===== src/rtl/qcw_burst_ctrl.sv =====
// qcw_burst_ctrl: QCW burst sequencer feeding qcw_pll start/halt/phase_shift/cycle_limit.
// Define QCW_FAULT_RETRY_EN to leave FAULT automatically after FAULT_HOLDOFF clocks.
module qcw_burst_ctrl #(
   parameter int unsigned PHASE_W        = 8,
   parameter int unsigned PERIOD_W       = 24,
   parameter int unsigned MIN_OFF_CYCLES = 100000,
   parameter int unsigned WDOG_CYCLES    = 2000,
   parameter int unsigned FAULT_HOLDOFF  = 1000000
) (
   input  logic                clk,
   input  logic                rst,
   input  logic                enable,
   input  logic [PERIOD_W-1:0] burst_period,
   input  logic [15:0]         cycle_limit_cfg,
   input  logic [PHASE_W-1:0]  ramp_start,
   input  logic [PHASE_W-1:0]  ramp_end,
   input  logic [PHASE_W-1:0]  ramp_step,
   input  logic [7:0]          ramp_div,
   input  logic                pll_cycle_finished,
   input  logic                pll_fault,
   output logic                pll_start,
   output logic                pll_halt,
   output logic [PHASE_W-1:0]  phase_shift,
   output logic [15:0]         cycle_limit,
   output logic                busy,
   output logic                fault_latched,
   output logic [15:0]         burst_count
);
   localparam int unsigned WD_W   = $clog2(WDOG_CYCLES + 1);
   localparam int unsigned OFF_W  = $clog2(MIN_OFF_CYCLES + 1);
   localparam int unsigned HOLD_W = $clog2(FAULT_HOLDOFF + 1);
`ifdef QCW_FAULT_RETRY_EN
   localparam bit RETRY_EN = 1'b1;
`else
   localparam bit RETRY_EN = 1'b0;
`endif

   typedef enum logic [1:0] {ST_IDLE, ST_RUN, ST_DONE, ST_FAULT} state_t;

   state_t              r_state, w_state_nxt;
   logic                r_cf_q;
   logic [15:0]         r_cyc_cnt, w_cyc_nxt, w_cyc_inc;
   logic [7:0]          r_div_cnt, w_div_nxt, r_div_last, w_div_last_nxt;
   logic [WD_W-1:0]     r_wdog, w_wdog_nxt;
   logic [PERIOD_W-1:0] r_period_cnt, w_period_nxt, w_period_dec;
   logic [OFF_W-1:0]    r_off_cnt, w_off_nxt;
   logic [HOLD_W-1:0]   r_hold_cnt, w_hold_nxt;
   logic [PHASE_W-1:0]  r_phase, w_phase_nxt, w_phase_step;
   logic [PHASE_W-1:0]  r_ramp_end, w_end_nxt, r_ramp_step, w_step_nxt;
   logic [PHASE_W:0]    w_sum, w_diff;
   logic [15:0]         r_cycle_limit, w_limit_nxt, r_burst_count, w_count_nxt;
   logic                r_pll_start, r_pll_halt, r_busy, r_fault;
   logic                w_edge, w_halt_pulse, w_wdog_exp, w_hold_exp;

   assign w_edge       = pll_cycle_finished & ~r_cf_q;
   assign w_cyc_inc    = r_cyc_cnt + 16'd1;
   assign w_period_dec = (r_period_cnt == '0) ? '0 : r_period_cnt - PERIOD_W'(1);
   assign w_wdog_exp   = (r_wdog == WD_W'(WDOG_CYCLES - 1));
   assign w_hold_exp   = (r_hold_cnt == HOLD_W'(FAULT_HOLDOFF - 1));

   // One ramp step toward ramp_end, computed one bit wider and clamped at the target
   always_comb begin
      w_sum  = {1'b0, r_phase} + {1'b0, r_ramp_step};
      w_diff = {1'b0, r_phase} - {1'b0, r_ramp_step};
      if (r_ramp_end >= r_phase)
         w_phase_step = (w_sum >= {1'b0, r_ramp_end}) ? r_ramp_end : w_sum[PHASE_W-1:0];
      else if (w_diff[PHASE_W] || (w_diff[PHASE_W-1:0] < r_ramp_end))
         w_phase_step = r_ramp_end;
      else
         w_phase_step = w_diff[PHASE_W-1:0];
   end

   always_comb begin
      w_state_nxt    = r_state;
      w_cyc_nxt      = r_cyc_cnt;
      w_div_nxt      = r_div_cnt;
      w_div_last_nxt = r_div_last;
      w_wdog_nxt     = r_wdog;
      w_period_nxt   = r_period_cnt;
      w_off_nxt      = r_off_cnt;
      w_hold_nxt     = '0;
      w_phase_nxt    = r_phase;
      w_end_nxt      = r_ramp_end;
      w_step_nxt     = r_ramp_step;
      w_limit_nxt    = r_cycle_limit;
      w_count_nxt    = r_burst_count;
      w_halt_pulse   = 1'b0;
      case (r_state)
         ST_IDLE: begin
            if (pll_fault) begin
               w_state_nxt = ST_FAULT;
            end else if (enable) begin
               w_state_nxt    = ST_RUN;
               w_phase_nxt    = ramp_start;
               w_end_nxt      = ramp_end;
               w_step_nxt     = ramp_step;
               w_div_last_nxt = (ramp_div == 8'd0) ? 8'd0 : ramp_div - 8'd1;
               w_limit_nxt    = cycle_limit_cfg;
               w_cyc_nxt      = '0;
               w_div_nxt      = '0;
               w_wdog_nxt     = '0;
               w_period_nxt   = (burst_period == '0) ? '0 : burst_period - PERIOD_W'(1);
               w_count_nxt    = r_burst_count + 16'd1;
            end
         end
         ST_RUN: begin
            w_period_nxt = w_period_dec;
            w_off_nxt    = '0;
            if (w_edge) begin
               w_cyc_nxt  = w_cyc_inc;
               w_wdog_nxt = '0;
               if (r_div_cnt == r_div_last) begin
                  w_div_nxt   = '0;
                  w_phase_nxt = w_phase_step;
               end else begin
                  w_div_nxt = r_div_cnt + 8'd1;
               end
            end else if (!w_wdog_exp) begin
               w_wdog_nxt = r_wdog + WD_W'(1);
            end
            if (pll_fault || (!w_edge && w_wdog_exp)) begin
               w_state_nxt = ST_FAULT;
            end else if (!enable) begin
               w_state_nxt  = ST_DONE;
               w_halt_pulse = 1'b1;
            end else if ((r_cycle_limit == 16'd0) || (w_edge && (w_cyc_inc == r_cycle_limit))) begin
               w_state_nxt = ST_DONE;
            end
         end
         ST_DONE: begin
            w_period_nxt = w_period_dec;
            if (r_off_cnt != OFF_W'(MIN_OFF_CYCLES))
               w_off_nxt = r_off_cnt + OFF_W'(1);
            // Leave one clock early so the IDLE hop lands the next start on the period
            if (pll_fault)
               w_state_nxt = ST_FAULT;
            else if ((w_period_dec == '0) && (r_off_cnt >= OFF_W'(MIN_OFF_CYCLES)))
               w_state_nxt = ST_IDLE;
         end
         ST_FAULT: begin
            if (!pll_fault && !w_hold_exp)
               w_hold_nxt = r_hold_cnt + HOLD_W'(1);
            if (!pll_fault && (!enable || (RETRY_EN && w_hold_exp)))
               w_state_nxt = ST_IDLE;
         end
         default: w_state_nxt = ST_IDLE;
      endcase
   end

   always_ff @(posedge clk or posedge rst) begin
      if (rst) begin
         r_state       <= ST_IDLE;
         r_cf_q        <= 1'b0;
         r_cyc_cnt     <= '0;
         r_div_cnt     <= '0;
         r_div_last    <= '0;
         r_wdog        <= '0;
         r_period_cnt  <= '0;
         r_off_cnt     <= '0;
         r_hold_cnt    <= '0;
         r_phase       <= '0;
         r_ramp_end    <= '0;
         r_ramp_step   <= '0;
         r_cycle_limit <= '0;
         r_burst_count <= '0;
         r_pll_start   <= 1'b0;
         r_pll_halt    <= 1'b0;
         r_busy        <= 1'b0;
         r_fault       <= 1'b0;
      end else begin
         r_state       <= w_state_nxt;
         r_cf_q        <= pll_cycle_finished;
         r_cyc_cnt     <= w_cyc_nxt;
         r_div_cnt     <= w_div_nxt;
         r_div_last    <= w_div_last_nxt;
         r_wdog        <= w_wdog_nxt;
         r_period_cnt  <= w_period_nxt;
         r_off_cnt     <= w_off_nxt;
         r_hold_cnt    <= w_hold_nxt;
         r_phase       <= w_phase_nxt;
         r_ramp_end    <= w_end_nxt;
         r_ramp_step   <= w_step_nxt;
         r_cycle_limit <= w_limit_nxt;
         r_burst_count <= w_count_nxt;
         r_pll_start   <= (w_state_nxt == ST_RUN);
         r_busy        <= (w_state_nxt == ST_RUN);
         r_fault       <= (w_state_nxt == ST_FAULT);
         r_pll_halt    <= (w_state_nxt == ST_FAULT) || w_halt_pulse;
      end
   end

   assign pll_start     = r_pll_start;
   assign pll_halt      = r_pll_halt;
   assign phase_shift   = r_phase;
   assign cycle_limit   = r_cycle_limit;
   assign busy          = r_busy;
   assign fault_latched = r_fault;
   assign burst_count   = r_burst_count;
endmodule


===== config.mk =====
export PLATFORM = sky130hd
export DESIGN_NAME = qcw_burst_ctrl
export DESIGN_NICKNAME = d
export VERILOG_FILES = /design/src/rtl/qcw_burst_ctrl.sv
export SDC_FILE = /design/constraint.sdc
export NUM_CORES = 1
export LEC_CHECK = 0
export CORE_MARGIN = 2
export CORE_UTILIZATION = 57
export CTS_CLUSTER_SIZE = 28
export DETAILED_ROUTE_END_ITERATION = 10
export PLACE_DENSITY_LB_ADDON = 0.05
export SLEW_MARGIN = 0
export SYNTH_ARGS = -nofsm -noshare
export SYNTH_HDL_FRONTEND = slang
export SYNTH_SLANG_ARGS = --single-unit

===== constraint.sdc =====
create_clock -name clk -period 6.3 [get_ports clk]
set_clock_uncertainty 0.1 [all_clocks]
set_input_delay 1.26 -clock clk [delete_from_list [all_inputs] [get_ports clk]]
set_output_delay 1.26 -clock clk [all_outputs]
set_load 0.01 [all_outputs]

==> flow_summary.toml, run 1 <==
[outcome]
status = "finished, final reports clean"

[floorplanning]
ioPinCount = 121
die_x_um = 136
fp-row-count = 48
dieHeight_um = 136
core_um2 = 17100
floorplan.initialDensity_pct = 57.7
die_area_um2 = 18400

[timing]
slew_viol_final = 0
fmax_ghz = 0.217
final_hold_viol_count = 0
hold_slack_ns = 0.375
min_period_ns = 4.60
setup_viol = 0
rsz0062_at_grt = "false"
worst_pin_slew_ns = 0.965
final.setup.tns_ns = 0
relSlewSlack_pct = 35.4
fin_crit_sh_pct = 73.1

[final_layout]
drive_gt1_share_pct = 5.51
instances_no_fill = 1495
num_antenna_cells = 0
finalNetCount = 1389
area_delta_synth_final_pct = 19.0
postLayoutCoreUtil_pct = 68.7
fillCellCount = 1446

[yosys]
yosysTopAreaCell = "dfrtp_1"
yosysWarnings = 0
avgSynthCellArea_um2 = 8.55
synth-seq-cells = 146
synthArstFlopShare_pct = 100
synth_cell_types = 87
synth_top_area_share_pct = 37.0
synth_edf_count = 0
yosys-top-cells-count = "180 x nand2_1, 146 x dfrtp_1, 90 x o21ai_0"
ys.flop_type = "dfrtp_1"
synth_cells = 1156
syn_nets = 1287
synth.most_common_cell = "nand2_1"
yosysSeqAreaShare_pct = 37.0
synth_area_leaders = "dfrtp_1 37%, nand2_1 6.8%, ha_1 6.6%, xnor2_1 4.7%, o21ai_0 4.6%"
netlist_area_um2 = 9880

[critical_path]
cp-end-kind = "flip-flop"
crit_chain = "inv_1 > ha_1 > inv_1 > fa_1 > a21o_1 > a21oi_1 > nor2b_1 > o21ai_0 > nor2b_1 > xnor2_1 > ha_1 > o211a_1 > a221o_1 > a31oi_1 > a211oi_1 > nand2b_1 > and2_0 > a221oi_1 > o21ai_0"
required_ns = 6.50
max_stage_delay_ns = 0.67
path_buf_inv = 2
startpoint_type = "flip-flop"
arrival_ns = 4.80
cp_slowest_cell = "a211oi_1"
critPathMaxFanout = 7
critPathKind = "reg -> reg"
cpLargestDelayFamily = "compound AO/OA/AOI/OAI gates"

[power_and_ir_drop]
power_density_nw_per_um2 = 488
p_leak_nw = 5.02
p_total_mw = 5.74
vdd_drop_max_mv = 0.311

[clock_tree]
clock-root-buffer = "clkbuf_16"
insertion_delay_ns = 0.42
postCtsSetupRepairBufs = 0
post_cts_resized = 0
clock_path_buffers = 2
cts_hold_buf = 0
cts_buffers = 17
cts.clk_slew.worst_paths_ns = 0.07
cts_max_level = 4
cts_tree = "yes"
clock_sink_count = 146

[drt]
wirelength_mm = 23.8
num_vias = 8735
ant_nets = 0
drt-initial-drc-count = 507
viasPerCell = 5.84
first_pass_iters = 5
wl_per_cell_um = 15.9
drc = 0

[global_route]
antenna_found_initial = 0
grt_max_degree = 59
grt_pass1_wl_mm = 39.8
grt_usage_pct = 26.8
overflow = 0
grt_pass1_vias = 8088

[run]
cap_violations = 0

[placed_design]
hpwl_mm = 17.1
dpl.cell_count = 1464
portBuffers = 120
place_congestion = 0.914

[min_path]
hold_path.class = "reg -> reg"
## cell usage in the layout (no fill, tap or decap), types with 5 or more instances in the layout
| cell type | count |
|---|---|
| nor3b_1 | 9 |
| o21ai_0 | 89 |
| and2_1 | 8 |
| or4_1 | 5 |
| nand2b_1 | 12 |
| nand3_1 | 42 |
| o31ai_1 | 18 |
| inv_1 | 58 |
| nand2_1 | 180 |
| a22oi_1 | 8 |
| a31oi_1 | 10 |
| buf_4 | 10 |
| nor2b_1 | 8 |
| xnor2_1 | 53 |
| a21o_1 | 10 |
| nand4_1 | 24 |
| and3_1 | 15 |
| o211ai_1 | 9 |
| o22ai_1 | 13 |
| clkdlybuf4s50_1 | 120 |
| a22o_1 | 13 |
| o21a_1 | 5 |
| clkinvlp_4 | 5 |
| ha_1 | 52 |
| and4_1 | 5 |
| dfrtp_1 | 146 |
| nor3_1 | 25 |
| nor4_1 | 22 |
| nor2_1 | 83 |
| clkbuf_16 | 17 |
| or2_2 | 6 |
| xor2_1 | 49 |
| a21oi_1 | 45 |
## final timing paths
| path | from | end | slack [ns] | cells after the start |
|---|---|---|---|---|
| setup / recovery | phase_shift[0] | phase_shift[7] | 1.70 | 19 |
| hold / removal | burst_count[15] | burst_count[15] | 0.37 | 1 |
| setup reg to reg | phase_shift[0] | phase_shift[7] | 1.70 | 19 |
| hold reg to reg | burst_count[15] | burst_count[15] | 0.37 | 1 |
| max in group asynchronous | rst | r_ramp_end[2] | 3.84 | 3 |
| min in group asynchronous | rst | burst_count[15] | 1.20 | 2 |
## metal layers
| layer | track usage, % | part of all wire, % | up-vias |
|---|---|---|---|
| li1 | - | - | 4317 |
| met1 | 38.2 | 48 | 4155 |
| met2 | 42.7 | 46 | 243 |
| met3 | 4.75 | 5.0 | 20 |
| met4 | 5.90 | 0.89 | 0 |
| met5 | 0 | 0 | - |
## report_power, final
group	switching, mW	total (mW)	internal (mW)	leakage (nW)
clock network	0.410	0.975	0.564	0.261
logic	1.82	3.18	1.36	2.86
registers	0.371	1.59	1.22	1.90
## sequential cells by signal, indices dropped and copies added, names as in the netlist, 2 cells and up
| register | count |
|---|---|
| burst_count | 16 |
| cycle_limit | 16 |
| phase_shift | 8 |
| r_cyc_cnt | 16 |
| r_div_cnt | 8 |
| r_div_last | 8 |
| r_off_cnt | 17 |
| r_period_cnt | 24 |
| r_ramp_end | 8 |
| r_ramp_step | 8 |
| r_state | 2 |
| r_wdog | 11 |
## stage by stage
step / setup slack (ns) / cell area [um^2]
after floorplan: 1.02 / 9880
after global placement: 1.61 / 11200
after detailed placement: 1.49 / 11200
after CTS: 1.76 / 11800
after global routing: 1.25 / 11800
final: 1.70 / 11800
## area by class of cell
type | instances | area (um^2) | share of cell area, %
multi-input combinational | 904 | 5760 | 49.0
sequential | 146 | 3650 | 31.1
timing repair buffer | 130 | 1280 | 10.9
clock buffer | 20 | 457 | 3.88
tap | 225 | 282 | 2.39
inverter | 59 | 226 | 1.93
clock inverter | 11 | 104 | 0.883
## kinds of logic (layout without fill, tap and decap cells)
family / after synthesis / after routing / synth area share (%)
adder cells (fa/ha/maj): 54 / 54 / 6.99
AO/OA/AOI/OAI: 269 / 269 / 17.8
XOR/XNOR: 102 / 102 / 9.04
flip-flops: 146 / 146 / 37.0
multiplexers: 5 / 5 / 0.519
buffers and inverters: 106 / 220 / 4.85
AND/OR/NAND/NOR: 474 / 474 / 23.9
Power figures use the tool's default switching activity.
==> run 2: changes to the inputs <==
Settings changed: CORE_UTILIZATION 57 to 52.
Clock period 6.3 ns to 3.85 ns, I/O delays scaled along.
==> run 2 against run 1 <==
The flow now finishes with violations (setup timing); clock power increased by 70%; via count is 1.4% higher; first-iteration DRC count grew 14%; setup slack worse by 1.7 ns; sequential power is 64% higher; critical path type unchanged; largest cell class unchanged; largest power group unchanged.
==> flow_summary.toml, run 2 (same netlist as run 1, synthesis figures left out) <==
[clock_tree]
cts_max_level = 4
clock_path_buffers = 2
clock_sink_count = 146
cts_buffers = 17
insertion_delay_ns = 0.43
cts_hold_buf = 0
cts.clk_slew.worst_paths_ns = 0.06
clock-root-buffer = "clkbuf_16"
cts_tree = "yes"

[power_and_ir_drop]
power_density_nw_per_um2 = 838
p_leak_nw = 5.20
vdd_drop_max_mv = 0.512
p_total_mw = 10.1

[placed_design]
portBuffers = 120
place_congestion = 0.920
dpl.cell_count = 1496
dpl_worst_slack_ns = 0.0189
placed_cell_area_um2 = 11400
hpwl_mm = 18.3

[run]
cap_violations = 0

[min_path]
min_path_cells = 1
hold_start = "burst_count[15]"
hold_path.class = "reg -> reg"
whs_endpoint = "burst_count[15]"

[final_layout]
top_register = "r_period_cnt"
final_common_cell = "nand2_1"
drive_gt1_share_pct = 9.09
largest_reg_flops = 24
reg_top3 = "r_period_cnt (24), r_off_cnt (17)"
multi_input_area_um2 = 5850
area_delta_synth_final_pct = 22.6
finalNetCount = 1416
layout_common_cells = "179 x nand2_1, 145 x dfrtp_1, 120 x clkdlybuf4s50_1"
num_antenna_cells = 0
fin_area_um2 = 12100
fillCellCount = 1575
instances_no_fill = 1532
regArea_um2 = 3650
postLayoutCoreUtil_pct = 64.8

[critical_path]
critPathMaxFanout = 4
rrSetupSlack_ns = -0.0008
cp-end-kind = "flip-flop"
r2r-end = "phase_shift[0]"
arrival_ns = 4.11
path_buf_inv = 2
max_stage_delay_ns = 0.39
critPathKind = "reg -> reg"
crit_path_frequent_cell = "a21o_1"
cpLargestDelayFamily = "compound AO/OA/AOI/OAI gates"
startpoint_type = "flip-flop"
required_ns = 4.11
reg2reg_depth = 19
cp_slowest_cell = "dfrtp_1"
regToRegStartpoint = "phase_shift[0]"
crit_chain = "inv_1 > ha_2 > inv_2 > fa_2 > a21o_1 > a21oi_2 > nor2b_1 > o21ai_1 > nor2b_4 > xnor2_2 > ha_1 > a21o_1 > a221o_1 > a31oi_1 > a211oi_2 > nand2b_1 > and2_4 > mux2_4 > o21ai_2"

[floorplanning]
dieHeight_um = 142
floorplan.initialDensity_pct = 52.8
die_area_um2 = 20100
ioPinCount = 121
die_x_um = 142
core_um2 = 18700
fp-row-count = 50

[timing]
rsz0062_at_grt = "true"
final_hold_viol_count = 0
relSlewSlack_pct = 32.8
slew_viol_final = 0
setup_viol = 1
finalWorstSetupSlack_ns = -0.000831
fmax_ghz = 0.260
worst_pin_slew_ns = 1.00
min_period_ns = 3.85
fin_crit_sh_pct = 100

[global_route]
grt_usage_pct = 25.7
grt_pass1_wl_mm = 41.8
grt_max_degree = 58
grt_pass1_vias = 8372
antenna_found_initial = 0
overflow = 0

[drt]
wl_per_cell_um = 16.5
num_vias = 8855
drt-initial-drc-count = 577
viasPerCell = 5.78
wirelength_mm = 25.4
first_pass_iters = 5
drc = 0
ant_nets = 0

[outcome]
status = "complete, but fails checks"
violations = "setup timing"
run 2: layout make-up:
cell class                 instances  area share [%]
inverter                          59            1.86
clock inverter                    11            1.07
multi-input combinational        904            48.3
tap                              234            2.42
sequential                       146            30.2
clock buffer                      21            3.72
timing repair buffer             157            12.5
run 2: per-layer routing:
metal	part of all wire [%]	global-route usage (%)	up-vias
met4	1.4	7.16	0
li1	-	-	4380
met2	47	42.3	275
met5	0	0	-
met3	5.0	3.07	33
met1	47	36.1	4167
run 2: through the flow:
step	TNS, ns	hold slack (ns)
floorplan	0	0.369
global placement	0	0.360
detailed placement	0	0.364
CTS	0	0.373
global route	-0.885	0.392
finish	-0.000831	0.374
run 2: timing repair:
item                                   in CTS  in global routing
setup endpoints to repair                   2                  8
buffers inserted                            1                  3
endpoints found under the hold margin       0                  0
gates resized for setup                     0                 25
pin swaps                                   3                 13
run 2: power breakdown:
| group | total (mW) | switching (mW) | internal, mW |
|---|---|---|---|
| clock network | 1.66 | 0.689 | 0.976 |
| logic | 5.87 | 3.26 | 2.61 |
| registers | 2.61 | 0.614 | 2.00 |
| total | 10.1 | 4.57 | 5.58 |
run 2: how the worst max path moves through the flow:
stage	startpoint	to	slack, ns	cells past startpoint
2_1_floorplan	phase_shift[0]	phase_shift[0]	0.003	19
3_3_place_gp	phase_shift[0]	phase_shift[0]	0.04	19
3_5_place_dp	phase_shift[0]	phase_shift[0]	0.02	19
4_1_cts	phase_shift[0]	phase_shift[0]	0.01	19
5_1_grt	phase_shift[0]	phase_shift[0]	-0.16	19
6_report	phase_shift[0]	phase_shift[0]	-0.0008	19
